### src/rtl/pt_pkg.sv
// Shared types and default sizing for the per-channel packet tracker.
package pt_pkg;

  typedef enum logic {
    PT_IDLE = 1'b0,
    PT_BODY = 1'b1
  } pt_state_e;

  localparam int unsigned PT_LEN_W     = 3;
  localparam int unsigned PT_FIXED_LEN = 4;

endpackage

### src/rtl/pt_channel.sv
// One channel of the packet tracker: counts flits of the packet in progress,
// flags the tail flit, pulses on packet end and keeps a sticky length error.
module pt_channel
  import pt_pkg::*;
#(
  parameter int unsigned LEN_W     = PT_LEN_W,
  parameter int unsigned FIXED_LEN = PT_FIXED_LEN,
  parameter int unsigned VAR_LEN   = 0
) (
  input  logic             clk,
  input  logic             rst_n,
  input  logic             inc,
  input  logic [LEN_W-1:0] len,
  input  logic             flush,
  input  logic             err_clr,
  output logic             empty,
  output logic             tail,
  output logic             pkt_end,
  output logic [LEN_W-1:0] cnt,
  output logic             err
);

  pt_state_e        state_q, state_d;
  logic [LEN_W-1:0] cnt_q, cnt_d;
  logic [LEN_W-1:0] len_q, len_d;
  logic [LEN_W-1:0] len_eff;
  logic             len_zero;
  logic             end_q, end_d;
  logic             err_q, err_d;
  logic             err_set;

  // Effective length of a packet whose head flit is offered this cycle.
  always_comb begin
    len_zero = 1'b0;
    len_eff  = LEN_W'(FIXED_LEN);
    if (VAR_LEN != 0) begin
      len_zero = (len == '0);
      len_eff  = len_zero ? LEN_W'(1) : len;
    end
  end

  always_ff @(posedge clk or negedge rst_n) begin
    if (!rst_n) begin
      state_q <= PT_IDLE;
      cnt_q   <= '0;
      len_q   <= '0;
      end_q   <= 1'b0;
      err_q   <= 1'b0;
    end else begin
      state_q <= state_d;
      cnt_q   <= cnt_d;
      len_q   <= len_d;
      end_q   <= end_d;
      err_q   <= err_d;
    end
  end

  // Flush takes priority over a flit offered in the same cycle.
  always_comb begin
    state_d = state_q;
    cnt_d   = cnt_q;
    len_d   = len_q;
    end_d   = 1'b0;
    err_set = 1'b0;
    if (flush) begin
      state_d = PT_IDLE;
      cnt_d   = '0;
      len_d   = '0;
    end else if (inc) begin
      if (state_q == PT_IDLE) begin
        err_set = len_zero;
        if (len_eff == LEN_W'(1)) begin
          end_d = 1'b1;
        end else begin
          state_d = PT_BODY;
          cnt_d   = LEN_W'(1);
          len_d   = len_eff;
        end
      end else begin
        if (cnt_q + LEN_W'(1) == len_q) begin
          state_d = PT_IDLE;
          cnt_d   = '0;
          len_d   = '0;
          end_d   = 1'b1;
        end else begin
          cnt_d = cnt_q + LEN_W'(1);
        end
      end
    end
    err_d = err_set | (err_q & ~err_clr);
  end

  assign empty   = (state_q == PT_IDLE);
  assign tail    = ((state_q == PT_IDLE) && (len_eff == LEN_W'(1))) ||
                   ((state_q == PT_BODY) && (cnt_q == len_q - LEN_W'(1)));
  assign pkt_end = end_q;
  assign cnt     = cnt_q;
  assign err     = err_q;

endmodule

### src/rtl/packet_tracker_mc.sv
// Multi-channel packet tracker: NUM_CH independent flit counters with
// tail/end indication and sticky header-length errors.
module packet_tracker_mc
  import pt_pkg::*;
#(
  parameter int unsigned NUM_CH    = 5,
  parameter int unsigned LEN_W     = PT_LEN_W,
  parameter int unsigned FIXED_LEN = PT_FIXED_LEN,
  parameter int unsigned VAR_LEN   = 0
) (
  input  logic                    clk,
  input  logic                    rst_n,
  input  logic [NUM_CH-1:0]       pt_inc_i,
  input  logic [NUM_CH*LEN_W-1:0] pt_len_i,
  input  logic [NUM_CH-1:0]       pt_flush_i,
  input  logic                    pt_err_clr_i,
  output logic [NUM_CH-1:0]       pt_empty_o,
  output logic [NUM_CH-1:0]       pt_tail_o,
  output logic [NUM_CH-1:0]       pt_end_o,
  output logic [NUM_CH*LEN_W-1:0] pt_cnt_o,
  output logic [NUM_CH-1:0]       pt_err_o
);

  for (genvar c = 0; c < NUM_CH; c++) begin : g_ch
    pt_channel #(
      .LEN_W     (LEN_W),
      .FIXED_LEN (FIXED_LEN),
      .VAR_LEN   (VAR_LEN)
    ) u_ch (
      .clk     (clk),
      .rst_n   (rst_n),
      .inc     (pt_inc_i[c]),
      .len     (pt_len_i[c*LEN_W +: LEN_W]),
      .flush   (pt_flush_i[c]),
      .err_clr (pt_err_clr_i),
      .empty   (pt_empty_o[c]),
      .tail    (pt_tail_o[c]),
      .pkt_end (pt_end_o[c]),
      .cnt     (pt_cnt_o[c*LEN_W +: LEN_W]),
      .err     (pt_err_o[c])
    );
  end

endmodule

### config.mk
export PLATFORM = sky130hd
export DESIGN_NAME = packet_tracker_mc
export DESIGN_NICKNAME = d
export VERILOG_FILES = /design/src/rtl/pt_pkg.sv /design/src/rtl/pt_channel.sv /design/src/rtl/packet_tracker_mc.sv
export SDC_FILE = /design/constraint.sdc
export NUM_CORES = 1
export LEC_CHECK = 0
export CORE_ASPECT_RATIO = 1.4
export CORE_UTILIZATION = 30
export CTS_CLUSTER_DIAMETER = 50
export DETAILED_ROUTE_END_ITERATION = 8
export GPL_TIMING_DRIVEN = 0
export SKIP_LAST_GASP = 1
export SLEW_MARGIN = 10
export SYNTH_ARGS = -nofsm -noshare
export SYNTH_HDL_FRONTEND = slang
export SYNTH_SLANG_ARGS = --single-unit
### constraint.sdc
create_clock -name clk -period 1.88 [get_ports clk]
set_input_delay 0.376 -clock clk [delete_from_list [all_inputs] [get_ports clk]]
set_output_delay 0.376 -clock clk [all_outputs]
set_load 0.01 [all_outputs]
---- Word-level counts from Yosys, hierarchy flattened ----
Index checks and enable logic that the tools add are counted.
storage, ports and cells
  register bits after elaboration ......... 45
  bits of input ports ..................... 28
  output and inout bits ................... 35
  word-level logic and storage cells ...... 156
operators by class
  $add $sub $neg .......................... 10
  eq/ne operators ......................... 15
  mux-type cells .......................... 80
  bitwise gates (word level) .............. 11
  reduce and logical (&&, ||, !) cells .... 15
operator list
  operator               count
  $mux W3                40
  $mux W1                40
  $eq A3 B3 Y1           10
  $add A3 B1 Y3 const B  5
  $ne A3 B3 Y1 const B   5
  $sub A3 B1 Y3 const B  5
  $reduce_and A2 Y1      5
  $reduce_bool A2 Y1     5
  $not A1 Y1             6
  $and A1 B1 Y1          5
  $logic_and A1 B1 Y1    5

---- Depth between registers and ports, before layout ----
Gate-level depths: netlist of the first run.
  depth in word-level cells ............... 6
  gate-level depth with buffers ........... 4
  depth with buffers taken out ............ 4

---- Modules after synthesis ----
From an unflattened synthesis of the first run, not the netlist that was laid out.
unflattened totals
  cell total of the unflattened synthesis .. 185
  area, all modules ....................... 1883.1 µm²
by module, submodules not included
  module                          instances  cells each  area each (µm²)  sequential area each (µm²)
  pt_channel at g_ch[1].u_ch ...  3          38          379.1            175.2
  pt_channel at g_ch[0].u_ch      1          34          380.4            175.2
  pt_channel at g_ch[4].u_ch      1          37          365.4            175.2

---- Worst setup path before layout of the first run ----
OpenSTA, ideal clock, no wires.
  kind .................................... register -> register
  start point ............................. register g_ch[1].u_ch.cnt_q[0]
  end point ............................... register g_ch[1].u_ch.len_q[2]
  setup time .............................. 0.122 ns
  data arrival time ....................... 1.420 ns
  data required time ...................... 1.758 ns
  path slack .............................. 0.339 ns
  stages on the path, launching flop included .. 5
  buffers on the path ..................... 0
  period minus slack after synthesis ...... 1.541 ns
  path through ............................ dfrtp_1 > ha_1 > xnor3_1 > nand3_1 > a32o_1
between the ends
  word-level cells in the longest chain between the ends .. 4
RTL lines
  element                             line              text
  start: declaration                  pt_channel.sv:24  logic [LEN_W-1:0] cnt_q, cnt_d;
  start signal: assignment            pt_channel.sv:51  cnt_q <= cnt_d;
  $add A3 B1 Y3                       pt_channel.sv:80  if (cnt_q + LEN_W'(1) == len_q) begin
  $eq A3 B3 Y1                        pt_channel.sv:80
  $ne A3 B3 Y1 (no source line)       --
  $reduce_and A2 Y1 (no source line)  --
  end signal: assignment              pt_channel.sv:52  len_q <= len_d;
  end: declaration                    pt_channel.sv:25  logic [LEN_W-1:0] len_q, len_d;
No other way between the ends.
A chain may end at the register's enable or synchronous reset.

---- Final worst setup path of the first run ----
  start point ............................. register g_ch[4].u_ch.cnt_q[0]
  end point ............................... output port pt_tail_o[4]
between the ends
  word-level cells in the longest chain between the ends .. 2
RTL lines
  element                   line                     text
  start: declaration        pt_channel.sv:24
  start signal: assignment  pt_channel.sv:51
  $eq A3 B3 Y1              pt_channel.sv:95         ((state_q == PT_BODY) && (cnt_q == len_q - LEN_W'(1)));
  $logic_and A1 B1 Y1       pt_channel.sv:95
  end: declaration          packet_tracker_mc.sv:18  output logic [NUM_CH-1:0] pt_tail_o,
No other way between the ends.

==> impl_metrics.toml, run 1 <==
[critical_path]
crit_fanout = 5
path_class = "register to output port"
end_kind = "output port"
cp_top_family = "flip-flops"
worstPathCellList = "ha_4 > and3_2 > buf_4 > dlygate4sd2_1"
worstPathArrival_ps = 1450
cp_slowest_cell = "dfrtp_1"
slowest_delay_ps = 420
reg2reg_from = "g_ch[3].u_ch.cnt[0]"
cp-start-kind = "register"
cp.required_ps = 1500
path_buf_inv = 2
crit_path_start = "g_ch[4].u_ch.cnt[0]"

[synth]
synth_cell_types = 43
synthTopCellsByArea = "dfrtp_1, buf_4, ha_1"
synth_xor_area_share_pct = 5.86
synth_cells = 202
seq_area_frac_synth_pct = 43.6
synthArstFlopShare_pct = 100
synth_top_family_by_area = "simple AND/OR/NAND/NOR gates"
synth-simple-area-share_pct = 18.2
ys.flop_type = "dfrtp_1"
synth_area_um2 = 2010
synth_compound_area_share_pct = 14.2
synth-seq-cells = 35
syn_nets = 240
synth_area_leader_cell = "dfrtp_1"
synth_edf_count = 0
synthMuxAreaShare_pct = 1.56
syn_avg_cell_area_um2 = 9.94
synthAdderAreaFrac_pct = 6.23
yosysMostFrequentCell = "dfrtp_1"
yosys_warnings = 0
yosys-top-cells-count = "dfrtp_1, buf_4, nand2_1, nor2_1"
yosysTopAreaCellShare_pct = 43.6

[sta]
setup_slack_ps = 55.9
fin_crit_ps = 1820
worst_pin_slew_ps = 444
clock.fmax_mhz = 548
clock-skew-final_ps = 4.51
setup_viol = 0
slew_viol_final = 0
hold_viol_final = 0
slew_headroom_pct = 70.4
tns_ps = 0
fin_hold_ws_ps = 28.5
rsz0062_at_grt = "true"
post-route-period-util_pct = 97.0

[finish]
final_core_util_pct = 45.5
drive_above_1_share_pct = 28.0
nNetsFinal = 317
antenna_cells = 0
multiInputGateArea_um2 = 963
seq_area_um2 = 885
fin_area_um2 = 2880
nFillCells = 618
syn2layout_area_growth_pct = 43.6
final_cells = 351

[floorplan]
coreArea_um2 = 6340
num_rows = 34
start_util_pct = 31.7
die_y_um = 98.8
die_x_um = 71.1
io_pins = 63
design.die.area_um2 = 7030

[clock_network]
cts.htree.levels = 2
cts_tree = "built"
cts_sinks = 35
clkLatencyLatePin_ps = 280
cts_root_buf = "clkbuf_8"
clk_pin_slew_ps = 70
cts_buffers = 5
clock_path_buffers = 2
hold_buffers = 0

[power]
power_mw = 1.63
ir_worst_vdd_uv = 353
leakage_nw = 1.35
power.density_nw_per_um2 = 566

[run]
maxCapViolations = 0

[status]
status = "complete, but fails checks"
violations = "DRC"

[detailed_routing]
drt-pass1-iter-count = 8
drt-initial-drc-count = 54
drc = 4
ant_nets = 0
routedWlPerCell_um = 12.0
vias = 1678
avgViaCountPerCell = 4.78
routed_wl_um = 4210

[placed_design]
postPlaceCellArea_um2 = 2560
dp_slack_ps = -20.6
place_inst = 319
place_hpwl_um = 2860
globalplace.congestion = 0.757
port_buffers = 44

[worst_hold_path]
hp-class = "input pin to async pin"

[global_route]
grt_pass1_vias = 1648
grt_max_degree = 21
grt_pass1_wl_um = 7090
globalRouteOverflowTotal = 0
grtUsageTotal_pct = 12.7
antenna_found_initial = 0
==> sequential cells by signal, summed over array words and instances (netlist names) <==
register,flops
g_ch.u_ch.err,5
g_ch.u_ch.len_q,5
g_ch.u_ch.state_q,5
g_ch.u_ch.cnt,15
g_ch.u_ch.pkt_end,5
==> cell families after synthesis <==
| family | Yosys count |
|---|---|
| adder cells (fa/ha/maj) | 10 |
| AO/OA/AOI/OAI | 41 |
| AND/OR/NAND/NOR | 68 |
| multiplexers | 3 |
| flip-flops | 35 |
| XOR/XNOR | 10 |
| buffers and inverters | 35 |
==> metal layers <==
metal  wire, um  track usage [%]
met1       1760             13.6
met2       2270             23.8
met3        126             3.07
met4         58             4.46
met5          0                0
==> layout make-up <==
cell class	instances	share of cell area [%]
sequential	35	30.7
clock buffer	6	2.86
buffer	25	5.90
clock inverter	1	0.174
multi-input combinational	132	33.4
tap	72	3.13
timing repair buffer	71	22.7
inverter	9	1.17
==> layout by cell type, fill, tap and decap left out, drive strengths merged, types with 5 or more instances in the layout <==
master,n
ha,10
nand3,11
a21oi,11
dfrtp,35
buf,49
xor2,5
nand2,12
and3,6
nor2b,7
clkdlybuf4s50,38
o21ai,9
clkbuf,10
inv,9
nand2b,10
nor2,12
==> power by group <==
part | internal (mW) | switching, mW
sequential | 0.782 | 0.0307
clock | 0.287 | 0.260
combinational | 0.148 | 0.124
==> worst register-to-register path, stage by stage (launching register included) <==
cell     delay [ps]
dfrtp_1         350
buf_4           110
buf_4           110
ha_1            190
nand3_1          80
mux2_2          300
a32o_1          260
==> worst paths after layout <==
check / to / slack [ps] / cells past startpoint
hold reg to reg: g_ch[2].u_ch.err / 500 / 1
hold / removal: g_ch[2].u_ch.len_q[2] / 30 / 1
min in group clk: g_ch[3].u_ch.cnt[1] / 440 / 3
setup / recovery: pt_tail_o[4] / 60 / 4
max in group asynchronous: g_ch[4].u_ch.cnt[2] / 1390 / 2
setup reg to reg: g_ch[3].u_ch.len_q[2] / 380 / 6
==> timing repair <==
item	CTS	global route
resized for setup	17	6
buffers inserted	18	8
endpoints found under the setup margin	8	9
pin swaps	2	0
(Power assumes the default switching activity.)
==> run 2, diff against run 1 <==
--- a/config.mk
+++ b/config.mk
@@ -6,12 +6,14 @@
 export NUM_CORES = 1
 export LEC_CHECK = 0
 export CORE_ASPECT_RATIO = 1.4
-export CORE_UTILIZATION = 30
+export CORE_UTILIZATION = 42
 export CTS_CLUSTER_DIAMETER = 50
 export DETAILED_ROUTE_END_ITERATION = 8
 export GPL_TIMING_DRIVEN = 0
+export PLACE_DENSITY = 0.76
 export SKIP_LAST_GASP = 1
 export SLEW_MARGIN = 10
 export SYNTH_ARGS = -nofsm -noshare
 export SYNTH_HDL_FRONTEND = slang
 export SYNTH_SLANG_ARGS = --single-unit
+export TNS_END_PERCENT = 100
==> constraint.sdc (replaced) <==
create_clock -name clk -period 1.5 [get_ports clk]
set_input_delay 0.3 -clock clk [delete_from_list [all_inputs] [get_ports clk]]
set_output_delay 0.3 -clock clk [all_outputs]
set_load 0.01 [all_outputs]
==> run 2 against run 1 <==
The run ends with setup timing left; wire length grew 4.7%; flip-flop and latch count stayed put; utilization rose by 19 points; sequential share of layout area decreased by 0.61 points; first-iteration DRC count is 17% lower; clock power rose by 23%; non-clock buffer count rose by 4; worst setup slack got worse by 110 ps; combinational power up 29%; cell count down 1.7%; clock skew increased by 0.81 ps; via count increased by 1.4%; critical endpoint is now g_ch[3].u_ch.len_q[2].
==> impl_metrics.toml, run 2 (same netlist as run 1, synthesis figures left out) <==
[finish]
syn2layout_area_growth_pct = 46.8
mostFrequentLayoutCell = "buf_4"
fin_area_um2 = 2950
multiInputGateArea_um2 = 1030
drive_above_1_share_pct = 34.3
seq_area_um2 = 886
final_core_util_pct = 64.4
antenna_cells = 0
final_cell_mix = "buf_4, dlygate4sd2_1, dfrtp_1"
nFillCells = 400
nNetsFinal = 321
largest_reg_flops = 15

[critical_path]
cp.depth = 6
path_buf_inv = 2
cp_top_family = "flip-flops"
critPathMostFrequentCell = "buf_6"
crit_fanout = 4
worstPathArrival_ps = 1710
cp_slowest_cell = "dfrtp_1"
cp-start-kind = "register"
slowest_delay_ps = 390
path_class = "register to register"
r2r_cells = 6
cp.required_ps = 1660
end_kind = "register"
worstPathCellList = "buf_6 > ha_4 > buf_6 > nand3b_1 > mux2_4 > a32o_1"

[sta]
slew_viol_final = 0
worst_pin_slew_ps = 760
clock-skew-final_ps = 5.32
clock.fmax_mhz = 645
rsz0062_at_grt = "true"
setup_slack_ps = -49.9
hold_viol_final = 0
post-route-period-util_pct = 103
fin_hold_ws_ps = 87.6
setup_viol = 4
fin_crit_ps = 1550
slew_headroom_pct = 49.4

[detailed_routing]
routedWlPerCell_um = 12.8
drt-initial-drc-count = 45
routed_wl_um = 4410
ant_nets = 0
drc = 0
avgViaCountPerCell = 4.93
vias = 1702
drt-pass1-iter-count = 4

[global_route]
globalRouteOverflowTotal = 0
grt_pass1_wl_um = 7290
antenna_found_initial = 0
grt_max_degree = 36
grt_pass1_vias = 1666
grtUsageTotal_pct = 18.8

[floorplan]
die_x_um = 60.4
design.die.area_um2 = 5060
io_pins = 63
start_util_pct = 43.9
die_y_um = 83.8
num_rows = 29
coreArea_um2 = 4570

[clock_network]
cts.htree.levels = 2
cts_sinks = 35
hold_buffers = 0
cts_buffers = 5
clkLatencyLatePin_ps = 280
clock_path_buffers = 2
clk_pin_slew_ps = 60
cts_root_buf = "clkbuf_8"
cts_tree = "built"

[placed_design]
postPlaceCellArea_um2 = 2520
place_hpwl_um = 2690
globalplace.congestion = 0.799
port_buffers = 44

[worst_hold_path]
hp-class = "input pin to async pin"

[status]
violations = "setup timing"
status = "complete, but fails checks"

[power]
ir_worst_vdd_uv = 635
leakage_nw = 1.46
power_mw = 2.04
power.density_nw_per_um2 = 693

[run]
maxCapViolations = 0
[run 2: worst register-to-register path: stages, from the launching register on]
cell and delay (ps):
dfrtp_1 390, buf_6 130, ha_4 150, buf_6 110, nand3b_1 140, mux2_4 290
a32o_1 230
[run 2: layer usage]
metal | wire [um] | global-route usage (%) | vias up
met4 | 75 | 7.23 | 0
met2 | 2460 | 33.1 | 37
met1 | 1750 | 21.1 | 819
li1 | - | - | 837
met3 | 128 | 4.34 | 9
met5 | 0 | 0 | -
[run 2: what timing repair did]
| action | 4_1_cts | 5_1_grt |
|---|---|---|
| setup endpoints to repair | 39 | 19 |
| resized for setup | 75 | 16 |
| pin swaps | 13 | 10 |
| buffers inserted | 33 | 3 |
[run 2: layout make-up]
class                           instances  share of cell area (%)
Inverter                                9                    1.15
Multi-Input combinational cell        132                    35.1
Timing Repair Buffer                   80                    23.6
Tap cell                               62                    2.63
Buffer                                 20                    4.50
Sequential cell                        35                    30.1
Clock buffer                            6                    2.80
Clock inverter                          1                   0.170
[run 2: final timing paths]
path,startpoint,to,slack (ps)
worst max-delay path,g_ch[3].u_ch.cnt[1],g_ch[3].u_ch.len_q[2],-50
worst min-delay path,rst_n,g_ch[1].u_ch.cnt[2],90
worst max register to register,g_ch[3].u_ch.cnt[1],g_ch[3].u_ch.len_q[2],-50
worst min register to register,g_ch[1].u_ch.err,g_ch[1].u_ch.err,500
max in group asynchronous,rst_n,g_ch[4].u_ch.cnt[2],880
min in group clk,pt_inc_i[3],g_ch[3].u_ch.cnt[1],360
[run 2: stage by stage]
step	worst slack, ps	cells	setup TNS [ps]
after floorplan	3.31	202	0
after global placement	-653	308	-24250
after detailed placement	-293	308	-1680
after CTS	-217	343	-352
after global routing	-115	345	-523
final	-49.9	345	-99.1
[run 2: power breakdown]
group	internal, mW	switching (mW)	leakage [nW]
Sequential	0.980	0.0329	0.457
Combinational	0.182	0.169	0.957
Clock	0.360	0.316	0.0470
